**config.mk**
```make
export PLATFORM = sky130hd
export DESIGN_NAME = i2c_arbiter
export DESIGN_NICKNAME = d
export VERILOG_FILES = /design/src/rtl/i2c_pkg.sv /design/src/rtl/i2c_arbiter_rr_pick.sv /design/src/rtl/i2c_arbiter.sv
export SDC_FILE = /design/constraint.sdc
export NUM_CORES = 1
export LEC_CHECK = 0
export CAP_MARGIN = 20
export CORE_MARGIN = 5
export CORE_UTILIZATION = 39
export DETAILED_ROUTE_END_ITERATION = 8
export PLACE_DENSITY = 0.83
export SETUP_SLACK_MARGIN = 0.15
export SYNTH_ARGS = -nofsm -noshare
export SYNTH_HDL_FRONTEND = slang
export SYNTH_SLANG_ARGS = --single-unit
```
**constraint.sdc**
```tcl
create_clock -name clk_in -period 5.29 [get_ports clk_in]
set_input_delay 0.529 -clock clk_in [delete_from_list [all_inputs] [get_ports clk_in]]
set_output_delay 0.529 -clock clk_in [all_outputs]
set_load 0.05 [all_outputs]
```
**src/rtl/i2c_pkg.sv**
```systemverilog
// Shared definitions for the i2c bus-sharing logic: arbiter states and
// byte widths used on the requester and master sides.
package i2c_pkg;

    localparam int I2C_ADDR_W = 8;
    localparam int I2C_DATA_W = 8;

    typedef enum logic [1:0] {
        IDLE     = 2'd0,
        GRANTED  = 2'd1,
        ACTIVE   = 2'd2,
        RELEASE  = 2'd3
    } state_t;

endpackage

```
**src/rtl/i2c_arbiter_rr_pick.sv**
```systemverilog
// Combinational round-robin priority encoder: picks the first set request
// bit at or after pointer, wrapping past the top index back to zero.
module rr_pick #(
    parameter int N   = 2,
    parameter int IDW = 1
) (
    input  logic [N-1:0]   req,
    input  logic [IDW-1:0] pointer,
    output logic [N-1:0]   onehot,
    output logic [IDW-1:0] index,
    output logic           any
);

    int idx;

    always_comb begin
        onehot = '0;
        index  = '0;
        any    = 1'b0;
        idx    = 0;
        for (int off = 0; off < N; off++) begin
            idx = int'(pointer) + off;
            if (idx >= N) begin
                idx = idx - N;
            end
            if (!any && req[idx]) begin
                onehot[idx] = 1'b1;
                index       = IDW'(idx);
                any         = 1'b1;
            end
        end
    end

endmodule

```
**src/rtl/i2c_arbiter.sv**
```systemverilog
// Round-robin, transaction-atomic sharing of one i2c_master between several
// requesters; the owner's handshake is muxed through unchanged.
module i2c_arbiter
    import i2c_pkg::*;
#(
    parameter int NUM_REQUESTERS = 2,
    parameter int GRANT_TIMEOUT  = 4800,
    parameter int ID_WIDTH       = (NUM_REQUESTERS > 1) ? $clog2(NUM_REQUESTERS) : 1
) (
    input  logic                               clk_in,
    input  logic                               reset,
    input  logic [NUM_REQUESTERS-1:0]          req,
    output logic [NUM_REQUESTERS-1:0]          grant,
    output logic [ID_WIDTH-1:0]                grant_id,
    input  logic [I2C_ADDR_W*NUM_REQUESTERS-1:0] r_address,
    input  logic [NUM_REQUESTERS-1:0]          r_transfer_start,
    input  logic [NUM_REQUESTERS-1:0]          r_transfer_continues,
    input  logic [I2C_DATA_W*NUM_REQUESTERS-1:0] r_data_tx,
    output logic [NUM_REQUESTERS-1:0]          r_transfer_ready,
    output logic [NUM_REQUESTERS-1:0]          r_interrupt,
    output logic [NUM_REQUESTERS-1:0]          r_transaction_complete,
    output logic                               r_nack,
    output logic                               r_address_err,
    output logic [I2C_DATA_W-1:0]              r_data_rx,
    output logic [I2C_ADDR_W-1:0]              m_address,
    output logic                               m_transfer_start,
    output logic                               m_transfer_continues,
    output logic [I2C_DATA_W-1:0]              m_data_tx,
    input  logic                               m_transfer_ready,
    input  logic                               m_interrupt,
    input  logic                               m_transaction_complete,
    input  logic                               m_nack,
    input  logic                               m_address_err,
    input  logic [I2C_DATA_W-1:0]              m_data_rx,
    input  logic                               m_bus_clear,
    output logic                               timeout_err
);

    localparam int CNT_W = $clog2(GRANT_TIMEOUT + 1);

    state_t                      state, state_next;
    logic [NUM_REQUESTERS-1:0]   grant_q, grant_next;
    logic [ID_WIDTH-1:0]         grant_id_q, grant_id_next;
    logic [ID_WIDTH-1:0]         pointer_q, pointer_next;
    logic [CNT_W-1:0]            count_q, count_next;

    logic [NUM_REQUESTERS-1:0]   pick_onehot;
    logic [ID_WIDTH-1:0]         pick_index;
    logic                        pick_any;

    logic [I2C_ADDR_W-1:0]       own_addr;
    logic [I2C_DATA_W-1:0]       own_data;
    logic                        own_req, own_start, own_cont, bus_owned;

    rr_pick #(
        .N   (NUM_REQUESTERS),
        .IDW (ID_WIDTH)
    ) u_pick (
        .req     (req),
        .pointer (pointer_q),
        .onehot  (pick_onehot),
        .index   (pick_index),
        .any     (pick_any)
    );

    // grant_q is one-hot (or zero), so OR-ing the masked lanes selects the owner.
    always_comb begin
        own_addr = '0;
        own_data = '0;
        for (int i = 0; i < NUM_REQUESTERS; i++) begin
            if (grant_q[i]) begin
                own_addr = own_addr | r_address[i*I2C_ADDR_W +: I2C_ADDR_W];
                own_data = own_data | r_data_tx[i*I2C_DATA_W +: I2C_DATA_W];
            end
        end
    end

    assign own_req   = |(req & grant_q);
    assign own_start = |(r_transfer_start & grant_q);
    assign own_cont  = |(r_transfer_continues & grant_q);
    assign bus_owned = (state == GRANTED) || (state == ACTIVE);

    // Handshake: a transfer_start is accepted by the master on any cycle where
    // both start and m_transfer_ready are high; start is held until then.
    assign m_address            = own_addr;
    assign m_data_tx            = own_data;
    assign m_transfer_start     = own_start & bus_owned & ~reset;
    assign m_transfer_continues = own_cont & bus_owned & ~reset;

    assign r_transfer_ready       = grant_q & {NUM_REQUESTERS{m_transfer_ready}};
    assign r_interrupt            = grant_q & {NUM_REQUESTERS{m_interrupt}};
    assign r_transaction_complete = grant_q & {NUM_REQUESTERS{m_transaction_complete}};
    assign r_nack                 = m_nack;
    assign r_address_err          = m_address_err;
    assign r_data_rx              = m_data_rx;

    assign grant    = grant_q;
    assign grant_id = grant_id_q;

    always_comb begin
        state_next    = state;
        grant_next    = grant_q;
        grant_id_next = grant_id_q;
        pointer_next  = pointer_q;
        count_next    = count_q;
        timeout_err   = 1'b0;
        case (state)
            IDLE: begin
                if (m_bus_clear && pick_any) begin
                    grant_next    = pick_onehot;
                    grant_id_next = pick_index;
                    count_next    = '0;
                    state_next    = GRANTED;
                end
            end
            GRANTED: begin
                if (own_start && m_transfer_ready) begin
                    state_next = ACTIVE;
                end else if (!own_req) begin
                    grant_next = '0;
                    state_next = RELEASE;
                end else if (count_q == CNT_W'(GRANT_TIMEOUT - 1)) begin
                    timeout_err = 1'b1;
                    grant_next  = '0;
                    state_next  = RELEASE;
                end else begin
                    count_next = count_q + CNT_W'(1);
                end
            end
            ACTIVE: begin
                if (m_transaction_complete || (m_interrupt && m_address_err)) begin
                    grant_next = '0;
                    state_next = RELEASE;
                end
            end
            RELEASE: begin
                // grant_id still names the outgoing owner here.
                pointer_next = (grant_id_q == ID_WIDTH'(NUM_REQUESTERS - 1)) ?
                               '0 : grant_id_q + ID_WIDTH'(1);
                count_next   = '0;
                state_next   = IDLE;
            end
            default: begin
                grant_next = '0;
                state_next = IDLE;
            end
        endcase
    end

    always_ff @(posedge clk_in) begin
        if (reset) begin
            state      <= IDLE;
            grant_q    <= '0;
            grant_id_q <= '0;
            pointer_q  <= '0;
            count_q    <= '0;
        end else begin
            state      <= state_next;
            grant_q    <= grant_next;
            grant_id_q <= grant_id_next;
            pointer_q  <= pointer_next;
            count_q    <= count_next;
        end
    end

endmodule

```
==> results.md, run 1 <==
| Parameter | Value |
|:---|:---|
| Result of the run | finished, final reports clean |
| Overall fraction of global-route tracks in use | 17.7% |
| Post-CTS resize count | 0 |
| Total inserted antenna cells | 0 |
| Synth Net Count | 237 |
| Area contributors post-synth | sky130_fd_sc_hd__dfxtp_1 (25%), sky130_fd_sc_hd__a22o_1 (11%), sky130_fd_sc_hd__ha_1 (5.7%) |
| Hold Path Class | flip-flop to flip-flop |
| Beginning of the worst hold path | grant_id |
| CP delay by family, top | flip-flops |
| Destination of the worst register-to-register timing path | count_q[5] |
| Final Cell Area | 2270 um^2 |
| CP max FO | 24 |
| Antenna violation net count after detailed routing | 0 |
| Post-synth ARST share | 0% |
| CP cell instances | a22o_1 > a21boi_4 > and3_2 > clkdlybuf4s50_1 |
| Static Leak | 0.000779 uW |
| Met1 wire length | 1940 um |
| DRC Markers | 0 |
| Power share of the clock group | 11.7% |
| Input/output buffers | 73 |
| Crit Reg-Reg Startpoint | grant[0] |
| Count of boundary I/O pins | 92 |
| First-pass GRT wire length | 7380 um |
| Setup-violating endpoint count in the final report | 0 |
| Detailed-routed wire length on met3 | 362 um |
| Number of max-slew violations in the final report | 0 |
| Height of the chip | 72.8 um |
| Reg2Reg Depth | 5 |
| Initial core utilization | 41.1% |
| Placed cell areas | 2230 um^2 |
| Clock root cell | sky130_fd_sc_hd__clkbuf_8 |
| Worst hold slack across all endpoints | 0.466 ns |
| Final HPWL DP | 3810 um |
| Tmin final | 3.26 ns |
| Layout Area Growth over Synthesis | 47.8% |
| Sw Pwr | 458 uW |
| Number of placed instances, taps included | 280 |
| Clock H-tree levels | 1 |
| Critical Path Start Type | flip-flop |
| Core Box Area | 3740 um^2 |
| Relative contribution of sequential cells to total power | 22.1% |
| Power density cells | 394 nW/um^2 |
| Combinational group share of total power | 66.2% |
| Critical path required time | 4.76 ns |
| Register bit total from synthesis | 19 |
| Portion of synthesized cell area occupied by the leading cell type | 24.7% |
| Critical path arrival | 2.73 ns |
| Switching share of total power | 51.2% |
| Pin slew with the least headroom to its limit | 0.782 ns |
| Avg WL per Cell | 16.8 um |
| Final hold viol count | 0 |
| Average vias per placed instance | 5.62 |
| Netlist area before placement | 1540 um^2 |
| Number of cells on the worst hold path | 1 |
| Cell count after synthesis | 176 |
| Type of the worst setup path | flip-flop to output pin |
| Worst clock skew on the final layout | 0.00254 ns |
| NumNets Final | 298 |
| Number of sinks handled by clock tree synthesis | 19 |
| Seq/Total Area, Yosys | 24.7% |
| Stage delay of the slowest cell on the critical path | 0.83 ns |
| Highest routed layer | met4 |
| Floorplan row count | 22 |
| Total of warnings raised by yosys | 0 |
| Post-synthesis cell type count | 50 |
| Portion of the clock cycle consumed by the worst path in the final layout | 61.6% |
| Total of hold buffers inserted after clock tree synthesis | 0 |
| Antenna violations before repair | 0 |
| Mean Syn Cell Area | 8.74 um^2 |
| Flop2flop setup slack | 2.97 ns |
| Pre-Repair DR Iteration Count | 4 |
| Most frequent cells in the layout | sky130_fd_sc_hd__clkdlybuf4s50_1 (73), sky130_fd_sc_hd__a22o_1 (19), sky130_fd_sc_hd__dfxtp_1 (19) |
| Category of the worst setup path capture point | output pin |
| Maximum number of pins on one net before global-route repair | 25 |
| Routability Congestion | 0.825 |
| Drt total wl | 4770 um |
| Worst slew margin relative to its limit | 47.8% |
| Most common cell after layout, fill and taps aside | sky130_fd_sc_hd__clkdlybuf4s50_1 |
| Via count of the first global-routing pass | 1544 |
| Hold endpoint | pointer_q |
| Post-Route Utilization | 60.7% |
| Prevailing post-synth register cell | sky130_fd_sc_hd__dfxtp_1 |
| WL met2 | 2330 um |
| Num CTS Buffers | 3 |
| Post-synth EDFFs | 0 |
| Internal power | 437 uW |
| Max cap viols | 0 |
| Buffers and inverters on the worst path | 1 |
| Maximum root-to-sink buffer count | 2 |
| Aggregate negative setup slack | 0 ns |
| Routed vias | 1596 |
| TritonCTS clock tree | yes |
| Fraction of final layout cells with drive strength greater than 1 | 6.78% |
| Finished Layout Cells | 284 |
| Post-CTS repair timing setup buffer count | 0 |
| Library cell with the largest summed area after synthesis | sky130_fd_sc_hd__dfxtp_1 |
| Number of violations reported at the end of detailed-routing iteration 0 | 83 |
| Worst IR Drop VDD | 0.203 mV |
| Launch point of the critical path | grant[0] |
| Area enclosed by the die boundary | 5300 um^2 |
| Clk_lat worst skew | 0.26 ns |
| Max Fclk | 307 MHz |
| Congestion Overflow GR | 0 |
| Die extent in x | 72.8 um |
| RSZ-0062 raised after global routing | false |
| Library cell contributing the largest single delay on the critical path | sky130_fd_sc_hd__dfxtp_1 |
| Clock input transition at the sequential cells of the worst setup and hold paths | 0.07 ns |
-- worst max path at each step --
stage,cells past startpoint,to,slack (ns)
2_1_floorplan,2,m_transfer_start,3.01
3_3_place_gp,4,m_transfer_start,2.15
3_5_place_dp,4,m_transfer_continues,2.13
4_1_cts,4,timeout_err,2.03
5_1_grt,4,timeout_err,1.86
6_report,4,timeout_err,2.03
-- power groups by stage --
stage / clock, uW / sequential (uW) / combinational, uW
6_report: 105 / 198 / 592
5_1_grt: 115 / 203 / 629
4_1_cts: 107 / 197 / 593
3_5_place_dp: 0 / 200 / 591
3_3_place_gp: 0 / 200 / 587
2_1_floorplan: 0 / 194 / 429
-- stage by stage --
stage | total power, uW | worst slack [ns]
floorplan | 623 | 3.01
global placement | 787 | 2.15
detailed placement | 792 | 2.13
CTS | 896 | 2.03
global route | 947 | 1.86
finish | 895 | 2.03
-- synthesized netlist by cell type, drive strengths merged (3+ instances only) --
library cell / n
nand2: 11
buf: 11
dfxtp: 19
a22o: 19
and3: 4
and2: 7
nand2b: 3
or3: 9
nand3: 6
o211ai: 7
inv: 7
nor2: 9
nand4: 5
ha: 7
a21oi: 12
clkbuf: 6
o21ai: 4
-- area by class of cell --
| cell class | count | area, um^2 |
|---|---|---|
| Sequential cell | 19 | 380 |
| Inverter | 7 | 26.3 |
| Clock buffer | 4 | 45.0 |
| Multi-Input combinational cell | 133 | 1030 |
| Fill cell | 339 | 1470 |
| Tap cell | 48 | 60.1 |
| Timing Repair Buffer | 73 | 731 |
-- registers in the layout, indices dropped and copies added, names as in the netlist --
register / cells
grant: 2
state: 2
count_q: 13
grant_id: 1
pointer_q: 1
-- worst reg2reg max path: cells and delay by family, from the launching register on --
kind             cells  cell delay [ns]
AO/OA/AOI/OAI        3             0.87
flip-flops           1             0.83
AND/OR/NAND/NOR      2             0.51
-- cells by family (layout without fill, tap and decap cells) --
logic type | Yosys count | in the layout | synth area share (%)
AND/OR/NAND/NOR | 63 | 63 | 26.5
AO/OA/AOI/OAI | 61 | 61 | 33.4
buffers and inverters | 24 | 84 | 8.30
flip-flops | 19 | 19 | 24.7
adder cells (fa/ha/maj) | 7 | 7 | 5.70
multiplexers | 2 | 2 | 1.30
-- per-layer routing --
metal | vias to the layer above | global-route usage (%)
li1 | 792 | -
met1 | 736 | 21.6
met2 | 59 | 30.0
met3 | 9 | 3.44
met4 | 0 | 7.58
met5 | - | 0
Power figures use the tool's default switching activity.
==> run 2: changes to the inputs <==
--- a/config.mk
+++ b/config.mk
@@ -7,9 +7,9 @@
 export LEC_CHECK = 0
 export CAP_MARGIN = 20
 export CORE_MARGIN = 5
-export CORE_UTILIZATION = 39
+export CORE_UTILIZATION = 34
 export DETAILED_ROUTE_END_ITERATION = 8
-export PLACE_DENSITY = 0.83
+export PLACE_DENSITY = 0.77
 export SETUP_SLACK_MARGIN = 0.15
 export SYNTH_ARGS = -nofsm -noshare
 export SYNTH_HDL_FRONTEND = slang
==> constraint.sdc (replaced) <==
create_clock -name clk_in -period 2.8 [get_ports clk_in]
set_input_delay 0.28 -clock clk_in [delete_from_list [all_inputs] [get_ports clk_in]]
set_output_delay 0.28 -clock clk_in [all_outputs]
set_load 0.05 [all_outputs]
==> results.md, run 2 (synthesized netlist as in run 1, its figures left out) <==
| Parameter | Value | vs previous |
|:---|:---|:---|
| Result of the run | finished, final reports clean |  |
| Finished Layout Cells | 289 | +1.8% |
| CP max FO | 24 | unchanged |
| Clock input transition at the sequential cells of the worst setup and hold paths | 0.07 ns | about the same |
| Antenna violations before repair | 0 | unchanged |
| Pre-Repair DR Iteration Count | 5 | +1 |
| Routed vias | 1588 | -0.50% |
| Worst IR Drop VDD | 0.461 mV | +130% |
| Tmin final | 2.43 ns |  |
| NumNets Final | 299 | +0.34% |
| Average vias per placed instance | 5.49 | -2.2% |
| Static Leak | 0.000790 uW | +1.4% |
| Register with the most flip-flops | count_q |  |
| Critical Path Start Type | flip-flop |  |
| Count of boundary I/O pins | 92 | unchanged |
| First-pass GRT wire length | 7400 um | +0.37% |
| Clock root cell | sky130_fd_sc_hd__clkbuf_8 |  |
| Stage delay of the slowest cell on the critical path | 0.85 ns | +0.02 ns |
| Antenna violation net count after detailed routing | 0 | unchanged |
| Number of max-slew violations in the final report | 0 | unchanged |
| Max cap viols | 0 | unchanged |
| Power density cells | 733 nW/um^2 | +86% |
| Aggregate negative setup slack | 0 ns | unchanged |
| Fraction of final layout cells with drive strength greater than 1 | 8.44% | +1.7 points |
| Height of the chip | 77.3 um | +6.1% |
| Final HPWL DP | 3520 um | -7.6% |
| Worst slew margin relative to its limit | 46.6% | -1.3 points |
| Area enclosed by the die boundary | 5970 um^2 | +13% |
| Max Fclk | 411 MHz |  |
| Hold Path Class | flip-flop to flip-flop |  |
| Number of violations reported at the end of detailed-routing iteration 0 | 66 | -20% |
| Total inserted antenna cells | 0 | unchanged |
| Portion of the clock cycle consumed by the worst path in the final layout | 86.9% |  |
| Overall fraction of global-route tracks in use | 15.0% | -2.7 points |
| Via count of the first global-routing pass | 1490 | -3.5% |
| Num CTS Buffers | 3 | unchanged |
| CP cell instances | a22o_1 > clkdlybuf4s50_1 |  |
| Maximum root-to-sink buffer count | 2 | unchanged |
| Initial core utilization | 35.1% | -6.0 points |
| Number of sinks handled by clock tree synthesis | 19 | unchanged |
| RSZ-0062 raised after global routing | false |  |
| Maximum number of pins on one net before global-route repair | 25 | unchanged |
| TritonCTS clock tree | yes |  |
| Number of fill cells in the layout | 422 | +24% |
| Avg WL per Cell | 15.6 um | -7.3% |
| Die extent in x | 77.3 um | +6.1% |
| Critical path required time | 2.52 ns | -2.24 ns |
| Library cell contributing the largest single delay on the critical path | sky130_fd_sc_hd__dfxtp_1 |  |
| Routability Congestion | 0.905 | +9.6% |
| DRC Markers | 0 | unchanged |
| Clk_lat worst skew | 0.26 ns | about the same |
| Category of the worst setup path capture point | output pin |  |
| Clock H-tree levels | 1 | unchanged |
| Most frequent cells in the layout | sky130_fd_sc_hd__clkdlybuf4s50_1 (70), sky130_fd_sc_hd__a22o_1 (19), sky130_fd_sc_hd__dfxtp_1 (19) |  |
| Core Box Area | 4380 um^2 | +17% |
| Number of flip-flops in the largest register | 13 | unchanged |
| Critical path arrival | 2.15 ns | -0.58 ns |
| Final hold viol count | 0 | unchanged |
| Layout Area Growth over Synthesis | 48.1% |  |
| Pin slew with the least headroom to its limit | 0.801 ns | +0.0188 ns |
| Number of placed instances, taps included | 285 | +1.8% |
| Most common cell after layout, fill and taps aside | sky130_fd_sc_hd__clkdlybuf4s50_1 |  |
| Floorplan row count | 24 | +9.1% |
| Drt total wl | 4490 um | -5.7% |
| Setup-violating endpoint count in the final report | 0 | unchanged |
| Input/output buffers | 73 | unchanged |
| Type of the worst setup path | flip-flop to output pin |  |
| Total of hold buffers inserted after clock tree synthesis | 0 | unchanged |
| Congestion Overflow GR | 0 | unchanged |
| Post-Route Utilization | 51.9% | -8.8 points |
| Post-CTS resize count | 0 | unchanged |
| Worst clock skew on the final layout | 0.00462 ns | +0.00208 ns |
| Post-CTS repair timing setup buffer count | 0 | unchanged |
==> run 2: cell count changes in the layout (fill, tap and decap cells not counted) <==
cell                              before  now
sky130_fd_sc_hd__buf_4                 0    4
sky130_fd_sc_hd__clkdlybuf4s50_1      73   70
==> run 2: power by group <==
| part | switching, uW | internal [uW] |
|---|---|---|
| Combinational | 673 | 426 |
| Sequential | 75.9 | 297 |
| Clock | 96.2 | 101 |
==> run 2: layout make-up <==
cell class | count | area, um^2 | share of cell area, %
multi-input cells | 133 | 1030 | 45.2
inverters | 7 | 26.3 | 1.15
well taps | 52 | 65.1 | 2.86
clock buffers | 4 | 45.0 | 1.98
flip-flops and latches | 19 | 380 | 16.7
repair buffers | 74 | 731 | 32.1
==> run 2: per-layer routing <==
metal | up-vias | wire length, um | track usage (%)
li1 | 789 | - | -
met1 | 712 | 1980 | 18.9
met2 | 78 | 2070 | 23.8
met3 | 9 | 363 | 3.98
met4 | 0 | 85 | 6.19
met5 | - | 0 | 0
==> run 2: worst paths after layout <==
check / startpoint / to / slack, ns / cells after the start
max: grant[1] / m_data_tx[6] / 0.37 / 2
min: grant_id / pointer_q / 0.48 / 1
max reg2reg: grant[1] / count_q[5] / 0.54 / 5
min reg2reg: grant_id / pointer_q / 0.48 / 1
==> run 2: through the flow <==
stage	hold WS [ns]	power, uW	instance area, um^2	setup slack (ns)
2_1_floorplan	0.457	1180	1540	0.773
3_3_place_gp	0.465	1470	2230	0.572
3_5_place_dp	0.462	1480	2230	0.536
4_1_cts	0.486	1680	2280	0.346
5_1_grt	0.512	1770	2280	0.234
6_report	0.482	1670	2280	0.366
==> run 2: worst max-delay path, delay by kind of cell, from the launching register on <==
kind	cells	cell delay, ns
AO/OA/AOI/OAI	1	0.24
buffers and inverters	1	0.80
flip-flops	1	0.85
==> edit (flow settings as in run 1) <==
Reset style: asynchronous (`reset`), changed in one clocked block.
--- a/src/rtl/i2c_arbiter.sv
+++ b/src/rtl/i2c_arbiter.sv
@@ -147,7 +147,7 @@
         endcase
     end
 
-    always_ff @(posedge clk_in) begin
+    always_ff @(posedge clk_in or posedge reset) begin
         if (reset) begin
             state      <= IDLE;
             grant_q    <= '0;
Function: differs if reset is asserted again (counterexample within 4 cycles, from zero or initial values and one cycle with reset high); with reset held inactive, the same outputs for 10 cycles.
==> edit against run 1 <==
- wire length fell by 9.7%
- synthesized area rose by 1.1%
- total power rose by 8.6%
- non-clock buffer count did not move
- critical path depth rose by 1
- worst setup slack improved by 0.11 ns
- sequential cell count did not move
- register-to-register slack got worse by 0.10 ns
- cell area rose by 0.83%
- global-route usage fell by 1.4 points
==> edit: results (changes against run 1) <==
\begin{tabular}{lr}
\hline
Metric & Value \\
\hline
\multicolumn{2}{l}{\textbf{Setup path}} \\
Worst Path Arrival & 2.62 ns (-0.11 ns) \\
Max stage delay cell, worst path & sky130\_fd\_sc\_hd\_\_clkdlybuf4s50\_1 \\
Top cell family by delay on the critical path & buffers and inverters \\
Max stage delay on crit path & 0.81 ns (-0.02 ns) \\
\multicolumn{2}{l}{\textbf{Detailed routing}} \\
First-iteration detailed-routing DRC count & 67 (-19\%) \\
Routed WL & 4.302 mm (-9.7\%) \\
Drt via density & 5.610 (-0.18\%) \\
\multicolumn{2}{l}{\textbf{Pwr}} \\
Maximum vdd drop & 0.3100 mV (+53\%) \\
Leakage power & 0.8945 nW (+15\%) \\
\multicolumn{2}{l}{\textbf{Yosys}} \\
Post-synth cell types & 40 (-20\%) \\
Mux contribution to synthesized area & 3.462\% (+2.2 points) \\
Fraction of registers with async set/reset & 100.0\% (+100 points) \\
Number of nets produced by synthesis & 238 (+0.42\%) \\
Main area contributors after synthesis & sky130\_fd\_sc\_hd\_\_dfrtp\_1 (31\%), sky130\_fd\_sc\_hd\_\_a22o\_1 (9.6\%), sky130\_fd\_sc\_hd\_\_ha\_1 (5.6\%), sky130\_fd\_sc\_hd\_\_and2\_1 (4.8\%), sky130\_fd\_sc\_hd\_\_buf\_4 (4.8\%) \\
\multicolumn{2}{l}{\textbf{Global routing}} \\
First-pass GRT wire length & 6.982 mm (-5.3\%) \\
Vias in the first global route & 1578 (+2.2\%) \\
Overall Global Routing Usage & 16.24\% (-1.4 points) \\
Maximum number of pins on one net before global-route repair & 26 (+4.0\%) \\
\multicolumn{2}{l}{\textbf{Finish}} \\
Proportion of layout cells with a drive suffix above 1 & 5.485\% (-1.3 points) \\
\multicolumn{2}{l}{\textbf{Status}} \\
Outcome & finished, final reports clean \\
\multicolumn{2}{l}{\textbf{Place}} \\
Post-placement setup slack & 2.084 ns (-0.04826 ns) \\
Routability Congestion & 0.9016 (+9.2\%) \\
HPWL Detailed & 3.427 mm (-10\%) \\
\multicolumn{2}{l}{\textbf{Timing}} \\
Skew final & 0.002130 ns (-0.0004089 ns) \\
Period Utilization, post-route & 59.48\% (-2.1 points) \\
Max transition margin & 48.56\% (+0.75 points) \\
\hline
\end{tabular}
edit: cell count changes in the layout (fill, tap and decap cells not counted), sizes merged, moves of 6 or more:
cell,change
a21oi,-8
dfrtp,+19
dfxtp,-19
o211ai,-6
o21ai,+10
or3,-7
edit: path summary, 6_finish.rpt:
check | startpoint | endpoint | cells past startpoint
max in group asynchronous | reset | count_q[2]$_DFFE_PP0P_ | 2
min in group asynchronous | reset | count_q[9]$_DFFE_PP0P_ | 2
max | reset | m_transfer_continues | 5
max reg2reg | state[1]$_DFFE_PP0P_ | count_q[5]$_DFFE_PP0P_ | 7
min | count_q[0]$_DFFE_PP0P_ | count_q[0]$_DFFE_PP0P_ | 1
min reg2reg | count_q[0]$_DFFE_PP0P_ | count_q[0]$_DFFE_PP0P_ | 1
edit: final cells by class:
cell class | count | area share, %
Timing Repair Buffer | 73 | 31.90
Sequential cell | 19 | 20.75
Clock inverter | 1 | 0.2185
Inverter | 8 | 1.311
Clock buffer | 3 | 1.802
Multi-Input combinational cell | 133 | 41.29
Tap cell | 50 | 2.731
edit: power by group:
| part | internal (W) | switching (W) |
|---|---|---|
| Combinational | 0.000244 | 0.000401 |
| Sequential | 0.000170 | 0.0000559 |
| Clock | 0.0000523 | 0.0000486 |
edit: metrics by stage:
step / total power [W] / util [%]
global placement: 0.0008683 / 56.93
finish: 0.0009716 / 58.11
floorplan: 0.0006854 / -
global route: 0.001037 / 58.11
detailed placement: 0.0008765 / 56.93
CTS: 0.0009795 / 58.11
edit: cells by family (layout without fill, tap and decap cells):
kind of cell,count (synthesis),after routing
compound gates,59,59
fa+ha+maj,7,7
buf+inv,25,85
flops,19,19
mux,5,5
simple gates,62,62
edit: worst register-to-register path, stage by stage, from the launching register on:
cell and delay (ns):
sky130_fd_sc_hd__dfrtp_1 0.44, sky130_fd_sc_hd__inv_1 0.11, sky130_fd_sc_hd__ha_1 0.30, sky130_fd_sc_hd__inv_2 0.20, sky130_fd_sc_hd__nor3_1 0.09, sky130_fd_sc_hd__or3_1 0.55, sky130_fd_sc_hd__or3_4 0.43, sky130_fd_sc_hd__o41ai_2 0.20
edit: layer usage:
layer / vias to the layer above / track usage [%] / part of all wire [%] / routed length, um
met1: 761 / 19.63 / 41 / 1761
met2: 60 / 28.30 / 50 / 2167
met3: 4 / 4.959 / 8.1 / 347
li1: 785 / - / - / -
met4: 0 / 3.279 / 0.58 / 25
met5: - / 0 / 0 / 0
